`src/rtl/sync_decoder.sv`:
```
// Video timing decoder: recovers pixel/line position, line and frame totals,
// vsync width and a lock indication from composite sync and blank signals.
module sync_decoder #(
    parameter int HW          = 10,
    parameter int VW          = 10,
    parameter int LOCK_FRAMES = 3
) (
    input  logic          mclk,
    input  logic          reset,
    input  logic          pix_ce,
    input  logic          _hsync,
    input  logic          _vsync,
    input  logic          hblank,
    input  logic          vblank,
    output logic [HW-1:0] xpos,
    output logic [VW-1:0] ypos,
    output logic [HW-1:0] h_total,
    output logic [VW-1:0] v_total,
    output logic [3:0]    vs_lines,
    output logic          de,
    output logic          frame_strobe,
    output logic          locked,
    output logic          overflow
);

    typedef enum logic [1:0] {
        SEARCH = 2'd0,
        TRACK  = 2'd1,
        LOCKED = 2'd2
    } state_t;

    localparam logic [HW-1:0] HMAX   = '1;
    localparam logic [VW-1:0] VMAX   = '1;
    localparam logic [3:0]    LOCK_N = 4'(LOCK_FRAMES);

    // Saturating increments: counters stick at all-ones instead of wrapping.
    function automatic logic [HW-1:0] inc_h(input logic [HW-1:0] v);
        return (v == HMAX) ? v : v + HW'(1);
    endfunction

    function automatic logic [VW-1:0] inc_v(input logic [VW-1:0] v);
        return (v == VMAX) ? v : v + VW'(1);
    endfunction

    logic          hs_d;
    logic          vs_d;
    logic [HW-1:0] hcnt;
    logic [VW-1:0] vcnt;
    logic          h_valid;
    logic          line_bad;
    logic [3:0]    vs_acc;
    logic [3:0]    match_cnt;
    logic          ref_ok;
    state_t        state;

    logic          hs_fall;
    logic          vs_fall;
    logic          vs_rise;
    logic [HW-1:0] line_len;
    logic [VW-1:0] frame_len;
    logic          this_bad;
    logic          h_sat_evt;
    logic          v_sat_evt;
    logic          ovf_now;
    logic          frame_ok;

    // Edges are only recognised on pixel-enable cycles.
    assign hs_fall   = pix_ce & hs_d & ~_hsync;
    assign vs_fall   = pix_ce & vs_d & ~_vsync;
    assign vs_rise   = pix_ce & ~vs_d & _vsync;

    // Length of the line / frame that ends on this edge (count includes the current pixel/line).
    assign line_len  = inc_h(hcnt);
    assign frame_len = inc_v(vcnt);

    // The very first hsync fall after reset ends a partial line, so it is never judged.
    assign this_bad  = hs_fall & h_valid & (line_len != h_total);

    // Saturation happens when a counter is asked to advance while already at its maximum.
    assign h_sat_evt = pix_ce & ~hs_fall & (hcnt == HMAX);
    assign v_sat_evt = hs_fall & ~vs_fall & (vcnt == VMAX);
    assign ovf_now   = overflow | h_sat_evt | v_sat_evt;

    // A frame is good when its lines were consistent, nothing saturated and its
    // length matches the previous frame; the first frame tracked has no reference yet.
    assign frame_ok  = ~(line_bad | this_bad) & ~ovf_now & (~ref_ok | (frame_len == v_total));

    assign xpos = hcnt;
    assign ypos = vcnt;

    // Sync history for edge detection and the registered display-enable.
    always_ff @(posedge mclk) begin
        if (reset) begin
            hs_d <= 1'b1;
            vs_d <= 1'b1;
            de   <= 1'b0;
        end else if (pix_ce) begin
            hs_d <= _hsync;
            vs_d <= _vsync;
            de   <= ~hblank & ~vblank;
        end
    end

    // Pixel and line counters, latched totals, line consistency and overflow flags.
    always_ff @(posedge mclk) begin
        if (reset) begin
            hcnt     <= '0;
            vcnt     <= '0;
            h_total  <= '0;
            v_total  <= '0;
            h_valid  <= 1'b0;
            line_bad <= 1'b0;
            overflow <= 1'b0;
        end else if (pix_ce) begin
            if (hs_fall) begin
                hcnt    <= '0;
                h_total <= line_len;
                h_valid <= 1'b1;
            end else begin
                hcnt <= inc_h(hcnt);
            end

            // A coincident vsync fall takes priority over the line increment.
            if (vs_fall) begin
                vcnt    <= '0;
                v_total <= frame_len;
            end else if (hs_fall) begin
                vcnt <= inc_v(vcnt);
            end

            if (vs_fall) begin
                line_bad <= 1'b0;
            end else if (this_bad) begin
                line_bad <= 1'b1;
            end

            if (h_sat_evt || v_sat_evt) begin
                overflow <= 1'b1;
            end
        end
    end

    // Vsync width in lines: accumulate while _vsync is low, publish on its rising edge.
    always_ff @(posedge mclk) begin
        if (reset) begin
            vs_acc   <= '0;
            vs_lines <= '0;
        end else if (pix_ce) begin
            if (vs_fall) begin
                vs_acc <= hs_fall ? 4'd1 : 4'd0;
            end else if (hs_fall && !_vsync && vs_acc != 4'hF) begin
                vs_acc <= vs_acc + 4'd1;
            end

            if (vs_rise) begin
                vs_lines <= vs_acc;
            end
        end
    end

    // Lock state machine, evaluated once per accepted vsync fall.
    always_ff @(posedge mclk) begin
        if (reset) begin
            state        <= SEARCH;
            match_cnt    <= '0;
            ref_ok       <= 1'b0;
            locked       <= 1'b0;
            frame_strobe <= 1'b0;
        end else begin
            frame_strobe <= 1'b0;
            if (pix_ce) begin
                if (v_sat_evt) begin
                    // Vsync has gone missing long enough to saturate the line counter.
                    state     <= SEARCH;
                    match_cnt <= '0;
                    ref_ok    <= 1'b0;
                    locked    <= 1'b0;
                end else if (vs_fall) begin
                    frame_strobe <= 1'b1;
                    case (state)
                        SEARCH: begin
                            // The frame ending here started mid-way, so it is discarded.
                            state     <= TRACK;
                            match_cnt <= '0;
                            ref_ok    <= 1'b0;
                            locked    <= 1'b0;
                        end
                        TRACK: begin
                            ref_ok <= 1'b1;
                            if (frame_ok) begin
                                match_cnt <= match_cnt + 4'd1;
                                if (match_cnt + 4'd1 == LOCK_N) begin
                                    state  <= LOCKED;
                                    locked <= 1'b1;
                                end
                            end else begin
                                match_cnt <= '0;
                            end
                        end
                        LOCKED: begin
                            if (!frame_ok) begin
                                state     <= SEARCH;
                                match_cnt <= '0;
                                locked    <= 1'b0;
                            end
                        end
                        default: begin
                            state     <= SEARCH;
                            match_cnt <= '0;
                            ref_ok    <= 1'b0;
                            locked    <= 1'b0;
                        end
                    endcase
                end
            end
        end
    end

endmodule

```
`config.mk`:
```
export PLATFORM = sky130hd
export DESIGN_NAME = sync_decoder
export DESIGN_NICKNAME = d
export VERILOG_FILES = /design/src/rtl/sync_decoder.sv
export SDC_FILE = /design/constraint.sdc
export NUM_CORES = 1
export LEC_CHECK = 0
export CAP_MARGIN = 20
export CORE_MARGIN = 5
export CORE_UTILIZATION = 25
export DETAILED_ROUTE_END_ITERATION = 8
export DONT_BUFFER_PORTS = 1
export GPL_TIMING_DRIVEN = 1
export MAX_ROUTING_LAYER = met4
export PLACE_DENSITY = 0.46
export SYNTH_ARGS = -nofsm -noshare
export SYNTH_HDL_FRONTEND = slang
export SYNTH_SLANG_ARGS = --single-unit
```
`constraint.sdc`:
```
create_clock -name mclk -period 4.5 [get_ports mclk]
set_clock_uncertainty 0.1 [all_clocks]
set_input_delay 0.9 -clock mclk [delete_from_list [all_inputs] [get_ports mclk]]
set_output_delay 0.9 -clock mclk [all_outputs]
set_load 0.05 [all_outputs]
```
==> results of run 1 <==
-- cells in the final DEF, fill, tap and decap left out, drive strengths merged, types with 9 or more instances in the layout --
master | synthesis | final
a211oi | 11 | 11
a21oi | 46 | 46
and3 | 10 | 10
buf | 17 | 15
clkbuf | 16 | 11
dfxtp | 62 | 62
inv | 13 | 13
mux2i | 9 | 9
nand2 | 43 | 43
nand3 | 15 | 15
nand4 | 16 | 16
nor2 | 50 | 50
nor3 | 19 | 19
o21ai | 15 | 15
xnor2 | 10 | 10
-- worst paths after layout --
| path | startpoint | to | slack [ns] | depth (start not counted) |
|---|---|---|---|---|
| worst max register to register | ypos[1] | state[0] | 1.02 | 9 |
| worst min-delay path | h_valid | h_valid | 0.38 | 2 |
| worst max-delay path | ypos[1] | state[0] | 1.02 | 9 |
| worst min register to register | h_valid | h_valid | 0.38 | 2 |
-- metal layers --
metal | wire, um | global-route usage (%)
met1 | 5080 | 15.9
met3 | 852 | 4.98
met4 | 182 | 4.06
met5 | 0 | -
met2 | 5090 | 20.3
-- synth_stat cells (3+ instances only) --
cell      number  share of area (%)
xor2_1         5                1.2
and2_1         3               0.49
nor3b_1        3               0.59
or4_1          4               0.79
a211oi_1      10                2.0
buf_2          7               0.92
xnor2_1       10                2.3
a21o_1         3               0.59
a22oi_1        5               0.99
nand2_1       41                4.1
and4_1         5                1.2
o211ai_1       4               0.79
a211o_1        3               0.69
a311oi_1       3               0.69
buf_4          5               0.99
mux2i_1        9                2.4
a31oi_1        7                1.2
nor3_1        17                2.2
nand3b_1       5               0.99
clkbuf_1      15                1.5
nor2_1        49                4.8
nor2b_1        7                1.2
nand4_1       15                2.5
nand2b_1       6               0.99
and3_1         8                1.3
dfxtp_1       62                 33
a21oi_1       46                6.1
ha_1           5                1.6
o21ai_0       14                1.8
inv_1         13                1.3
buf_6          4                1.2
nand3_1       13                1.7
-- flip-flops by register name, indices dropped and copies added (netlist names), 4 cells and up --
name,count
vs_acc,4
vs_lines,4
v_total,10
xpos,10
match_cnt,4
ypos,10
h_total,10
-- kinds of logic after synthesis --
| kind of cell | after synthesis | share of synthesized area, % |
|---|---|---|
| AO/OA/AOI/OAI | 130 | 24.8 |
| AND/OR/NAND/NOR | 201 | 28.5 |
| multiplexers | 10 | 2.77 |
| buffers and inverters | 46 | 6.10 |
| adder cells (fa/ha/maj) | 5 | 1.65 |
| flip-flops | 62 | 32.7 |
| XOR/XNOR | 15 | 3.46 |
-- layout make-up --
cell class / instances / area share [%]
multi-input combinational: 361 / 54.9
clock inverter: 5 / 0.592
inverter: 13 / 1.15
sequential: 62 / 29.4
tap: 188 / 5.56
clock buffer: 11 / 5.74
timing repair buffer: 15 / 2.66
-- stage by stage --
| step | total power, uW | area (sq um) |
|---|---|---|
| 2_1_floorplan | 675 | 3790 |
| 3_3_place_gp | 691 | 3960 |
| 3_5_place_dp | 691 | 3960 |
| 4_1_cts | 1340 | 4230 |
| 5_1_grt | 1370 | 4230 |
| 6_report | 1310 | 4230 |
-- power groups by stage --
| stage | Combinational [uW] | Clock, uW | Sequential (uW) |
|---|---|---|---|
| 3_3_place_gp | 97.2 | 0 | 594 |
| 4_1_cts | 97.5 | 658 | 582 |
| 3_5_place_dp | 97.0 | 0 | 594 |
| 2_1_floorplan | 76.5 | 0 | 599 |
| 6_report | 96.8 | 632 | 582 |
| 5_1_grt | 107 | 677 | 584 |
-- tightest hold or removal path, cell delays in order (launching register included) --
cell,delay (ns)
dfxtp_1,0.33
nor2_1,0.05
nor2_1,0.07
==> impl_metrics.json, run 1 <==
{
  "diodes": 0,
  "setup-violations-final": 0,
  "worstPathCellList": "ha_1 > nand3_1 > a21oi_1 > a211oi_1 > a211oi_1 > nand4_1 > o221ai_1 > and3_1 > o21a_1",
  "finalWirelength_um": 11200,
  "slowest_delay_ns": 0.77,
  "die_w_um": 133,
  "synth_edf_count": 0,
  "antenna_found_initial": 0,
  "ant_nets": 0,
  "post-route-period-util_pct": 77.4,
  "switching_power_uw": 335,
  "regArea_sq_mm": 0.00124,
  "grt_max_degree": 68,
  "synth_seq_area_share_pct": 32.7,
  "cp_max_fo": 8,
  "num_vias": 3516,
  "syn_area_sq_mm": 0.00379,
  "routed_via_density": 5.37,
  "min_path_type": "reg2reg",
  "dpl_worst_slack_ns": 1.05,
  "gr-total-overflow": 0,
  "ir_drop_mv": 0.188,
  "grt_pass1_wl_um": 18300,
  "setup_ws_ns": 1.02,
  "hold_viol_final": 0,
  "clock.fmax_mhz": 287,
  "core_area_sq_mm": 0.0150,
  "fin_util_pct": 28.1,
  "die_h_um": 133,
  "dp_cells": 639,
  "p_seq_share_pct": 44.4,
  "finalMaxSlewViolations": 0,
  "fillers": 1592,
  "switching_share_pct": 25.5,
  "ctsRootBufferMaster": "clkbuf_16",
  "placementRows": 45,
  "layout-drive-gt1-share_pct": 12.8,
  "max_slew.worst_pin.slew_ns": 0.897,
  "drt_pass1_iterations": 6,
  "ctsResizeCount": 0,
  "power_density_mw_per_mm2": 310,
  "min_period_ns": 3.48,
  "start_kind": "register",
  "yosysUniqueCellTypes": 82,
  "clk_latency_ns": 0.33,
  "p_leak_uw": 0.00147,
  "synth-async-reset-ratio_pct": 0,
  "grt_usage_pct": 13.1,
  "status": "finished clean",
  "synth-seq-cells": 62,
  "cts_sinks": 62,
  "crit_type": "reg2reg",
  "pwr-share-clk_pct": 48.2,
  "worstSetupEndpointType": "register",
  "cts.clk_slew.worst_paths_ns": 0.05,
  "cp_top_family": "compound AO/OA/AOI/OAI gates",
  "grt_pass1_vias": 3392,
  "required_ns": 4.68,
  "cpMaxStageDelayCell": "dfxtp_1",
  "rsz0062_at_grt": "no",
  "p_int_uw": 977,
  "synth_ff_type": "dfxtp_1",
  "start_util_pct": 25.2,
  "io_pins": 55,
  "nets": 474,
  "crit_top_cell": "a211oi_1",
  "syn2layout_area_growth_pct": 11.4,
  "postCtsSetupRepairBufs": 0,
  "drc": 0,
  "cts_hold_buf": 0,
  "max_cap_violations": 0,
  "synthCells": 469,
  "pwr-share-comb_pct": 7.4,
  "synth_nets": 481,
  "clk_path_buf_depth": 2,
  "dp_hpwl_um": 7940,
  "dieArea_sq_mm": 0.0177,
  "crit_buf_inv": 0,
  "relSlewSlack_pct": 40.1,
  "whs_ns": 0.380,
  "post_drt_wl_per_cell_um": 17.1,
  "crit_arrival_ns": 3.66,
  "cts_tree": "built",
  "gp_congestion": 0.870,
  "numPortBuffers": 0,
  "cts-htree-levels": 3,
  "numCtsBuffers": 9,
  "drtIter0Drc": 183,
  "fin_tns_setup_ns": 0,
  "syn_area_per_cell_sq_um": 8.09,
  "stdcell_count": 655,
  "multiInputGateArea_sq_mm": 0.00232,
  "synth_warnings": 0
}
No activity file was read; power rests on OpenSTA's default activity.
==> inputs of run 2 (changes only) <==
--- a/config.mk
+++ b/config.mk
@@ -12,7 +12,7 @@
 export DONT_BUFFER_PORTS = 1
 export GPL_TIMING_DRIVEN = 1
 export MAX_ROUTING_LAYER = met4
-export PLACE_DENSITY = 0.46
+export PLACE_DENSITY = 0.48
 export SYNTH_ARGS = -nofsm -noshare
 export SYNTH_HDL_FRONTEND = slang
 export SYNTH_SLANG_ARGS = --single-unit
==> constraint.sdc (replaced) <==
create_clock -name mclk -period 3.1 [get_ports mclk]
set_clock_uncertainty 0.1 [all_clocks]
set_input_delay 0.62 -clock mclk [delete_from_list [all_inputs] [get_ports mclk]]
set_output_delay 0.62 -clock mclk [all_outputs]
set_load 0.05 [all_outputs]
==> run 2 against run 1 <==
Fmax is 23% higher. Register-to-register slack worse by 0.75 ns. Combinational power is 70% higher. Core utilization is 1.6 points higher. Clock power is 65% higher. Highest routed layer unchanged. Global-route usage is 0.56 points higher. Critical endpoint unchanged. Worst hold slack worse by 0.11 ns. Final cell count is 4.3% higher. Total power is 55% higher. Worst setup slack worse by 0.75 ns. Sequential cell count stayed put.
==> impl_metrics.json, run 2 (synthesis results as in run 1) <==
{
  "die_w_um": 133,
  "cts_tree": "built",
  "power_density_mw_per_mm2": 455,
  "numCtsBuffers": 9,
  "start_kind": "register",
  "postCtsSetupRepairBufs": 0,
  "dp_hpwl_um": 8490,
  "cts.clk_slew.worst_paths_ns": 0.06,
  "p_leak_uw": 0.00163,
  "gp_congestion": 0.908,
  "cp_max_fo": 12,
  "diodes": 0,
  "clk_path_buf_depth": 2,
  "drtIter0Drc": 145,
  "routed_via_density": 5.24,
  "gr-total-overflow": 0,
  "die_h_um": 133,
  "drc": 0,
  "fin_tns_setup_ns": 0,
  "post-route-period-util_pct": 91.2,
  "multiInputGateArea_sq_mm": 0.00232,
  "ir_drop_mv": 0.236,
  "slowest_delay_ns": 0.39,
  "drt_pass1_iterations": 4,
  "dieArea_sq_mm": 0.0177,
  "numPortBuffers": 0,
  "rsz0062_at_grt": "no",
  "grt_pass1_vias": 3501,
  "placementRows": 45,
  "relSlewSlack_pct": 53.1,
  "worstSetupEndpointType": "register",
  "cts-htree-levels": 3,
  "clock.fmax_mhz": 354,
  "ant_nets": 0,
  "setup-violations-final": 0,
  "status": "finished clean",
  "p_int_uw": 1530,
  "p_seq_share_pct": 40.8,
  "finalMaxSlewViolations": 0,
  "hold_viol_final": 0,
  "nets": 502,
  "max_slew.worst_pin.slew_ns": 0.703,
  "worstPathCellList": "ha_1 > nand3_2 > buf_4 > nor3_4 > a221o_1 > nor3b_1 > nand4_1 > o221ai_1 > and3_1 > o21a_1",
  "final_cell_mix": "dfxtp_1 (61), nor2_1 (49), a21oi_1 (46)",
  "syn2layout_area_growth_pct": 17.9,
  "crit_type": "reg2reg",
  "switching_power_uw": 501,
  "clk_latency_ns": 0.34,
  "pwr-share-comb_pct": 8.1,
  "cts_sinks": 62,
  "min_path_type": "in2reg",
  "crit_arrival_ns": 2.96,
  "start_util_pct": 25.2,
  "grt_max_degree": 68,
  "finalWirelength_um": 11800,
  "pwr-share-clk_pct": 51.0,
  "layout-drive-gt1-share_pct": 18.0,
  "post_drt_wl_per_cell_um": 17.3,
  "grt_usage_pct": 13.7,
  "switching_share_pct": 24.6,
  "io_pins": 55,
  "max_cap_violations": 0,
  "grt_pass1_wl_um": 18800,
  "num_vias": 3578,
  "antenna_found_initial": 0,
  "final_common_cell": "dfxtp_1",
  "cpMaxStageDelayCell": "nor3_4",
  "fillers": 1586,
  "min_period_ns": 2.83,
  "regArea_sq_mm": 0.00124,
  "required_ns": 3.23,
  "design_power_total_uw": 2030,
  "ctsRootBufferMaster": "clkbuf_16",
  "core_area_sq_mm": 0.0150
}
-- run 2: cell types whose count changed in the layout (fill, tap and decap cells not counted), sizes merged --
cell / previous run / this run
clkbuf: 11 / 12
buf: 15 / 43
bufinv: 0 / 1
clkinv: 5 / 3
-- run 2: power groups by stage --
stage | combinational (uW) | sequential [uW] | clock [uW]
floorplan | 111 | 869 | 0
global placement | 166 | 847 | 0
detailed placement | 166 | 848 | 0
CTS | 167 | 831 | 1070
global route | 181 | 832 | 1110
finish | 165 | 831 | 1040
-- run 2: path summary, 6_finish.rpt --
| check | cells past startpoint | endpoint | slack (ns) | start |
|---|---|---|---|---|
| max | 10 | state[0] | 0.27 | xpos[1] |
| min | 1 | v_total[9] | 0.27 | reset |
| max reg2reg | 10 | state[0] | 0.27 | xpos[1] |
| min reg2reg | 2 | h_valid | 0.38 | h_valid |
-- run 2: repair_timing --
action                                 CTS  global route
endpoints found under the hold margin    0             0
setup endpoints to repair                0             2
gates resized for setup                  0             0
hold buffers                             0             0
-- run 2: final cells by class --
class,count,area share (%)
multi-input cells,361,51.9
well taps,188,5.26
repair buffers,43,7.22
clock buffers,12,5.73
inverters,13,1.09
flip-flops and latches,62,27.8
clock inverters,4,1.01
-- run 2: critical path: cells and delay by family (launching register included) --
kind                       cells  cell delay, ns
AOI/OAI and AO/OA              3            0.81
adders and majority gates      1            0.27
DFF                            1            0.33
buffers and inverters          1            0.19
and+or+nand+nor                5            1.02
-- run 2: layer usage --
metal,vias up,global-route usage (%),share of wire [%]
met2,91,21.8,48
met5,-,-,0
li1,1773,-,-
met3,8,5.63,6.6
met4,0,4.69,1.4
met1,1706,15.6,44
-- run 2: metrics by stage --
stage / setup slack [ns] / utilization (%) / instances / area (sq um) / hold WS, ns
after floorplan: 0.0505 / - / 469 / 3800 / 0.341
after global placement: 0.271 / 27.7 / 667 / 4170 / 0.353
after detailed placement: 0.191 / 27.7 / 667 / 4170 / 0.377
after CTS: 0.192 / 29.8 / 683 / 4470 / 0.243
after global routing: 0.0122 / 29.8 / 683 / 4470 / 0.243
final: 0.271 / 29.8 / 683 / 4470 / 0.267
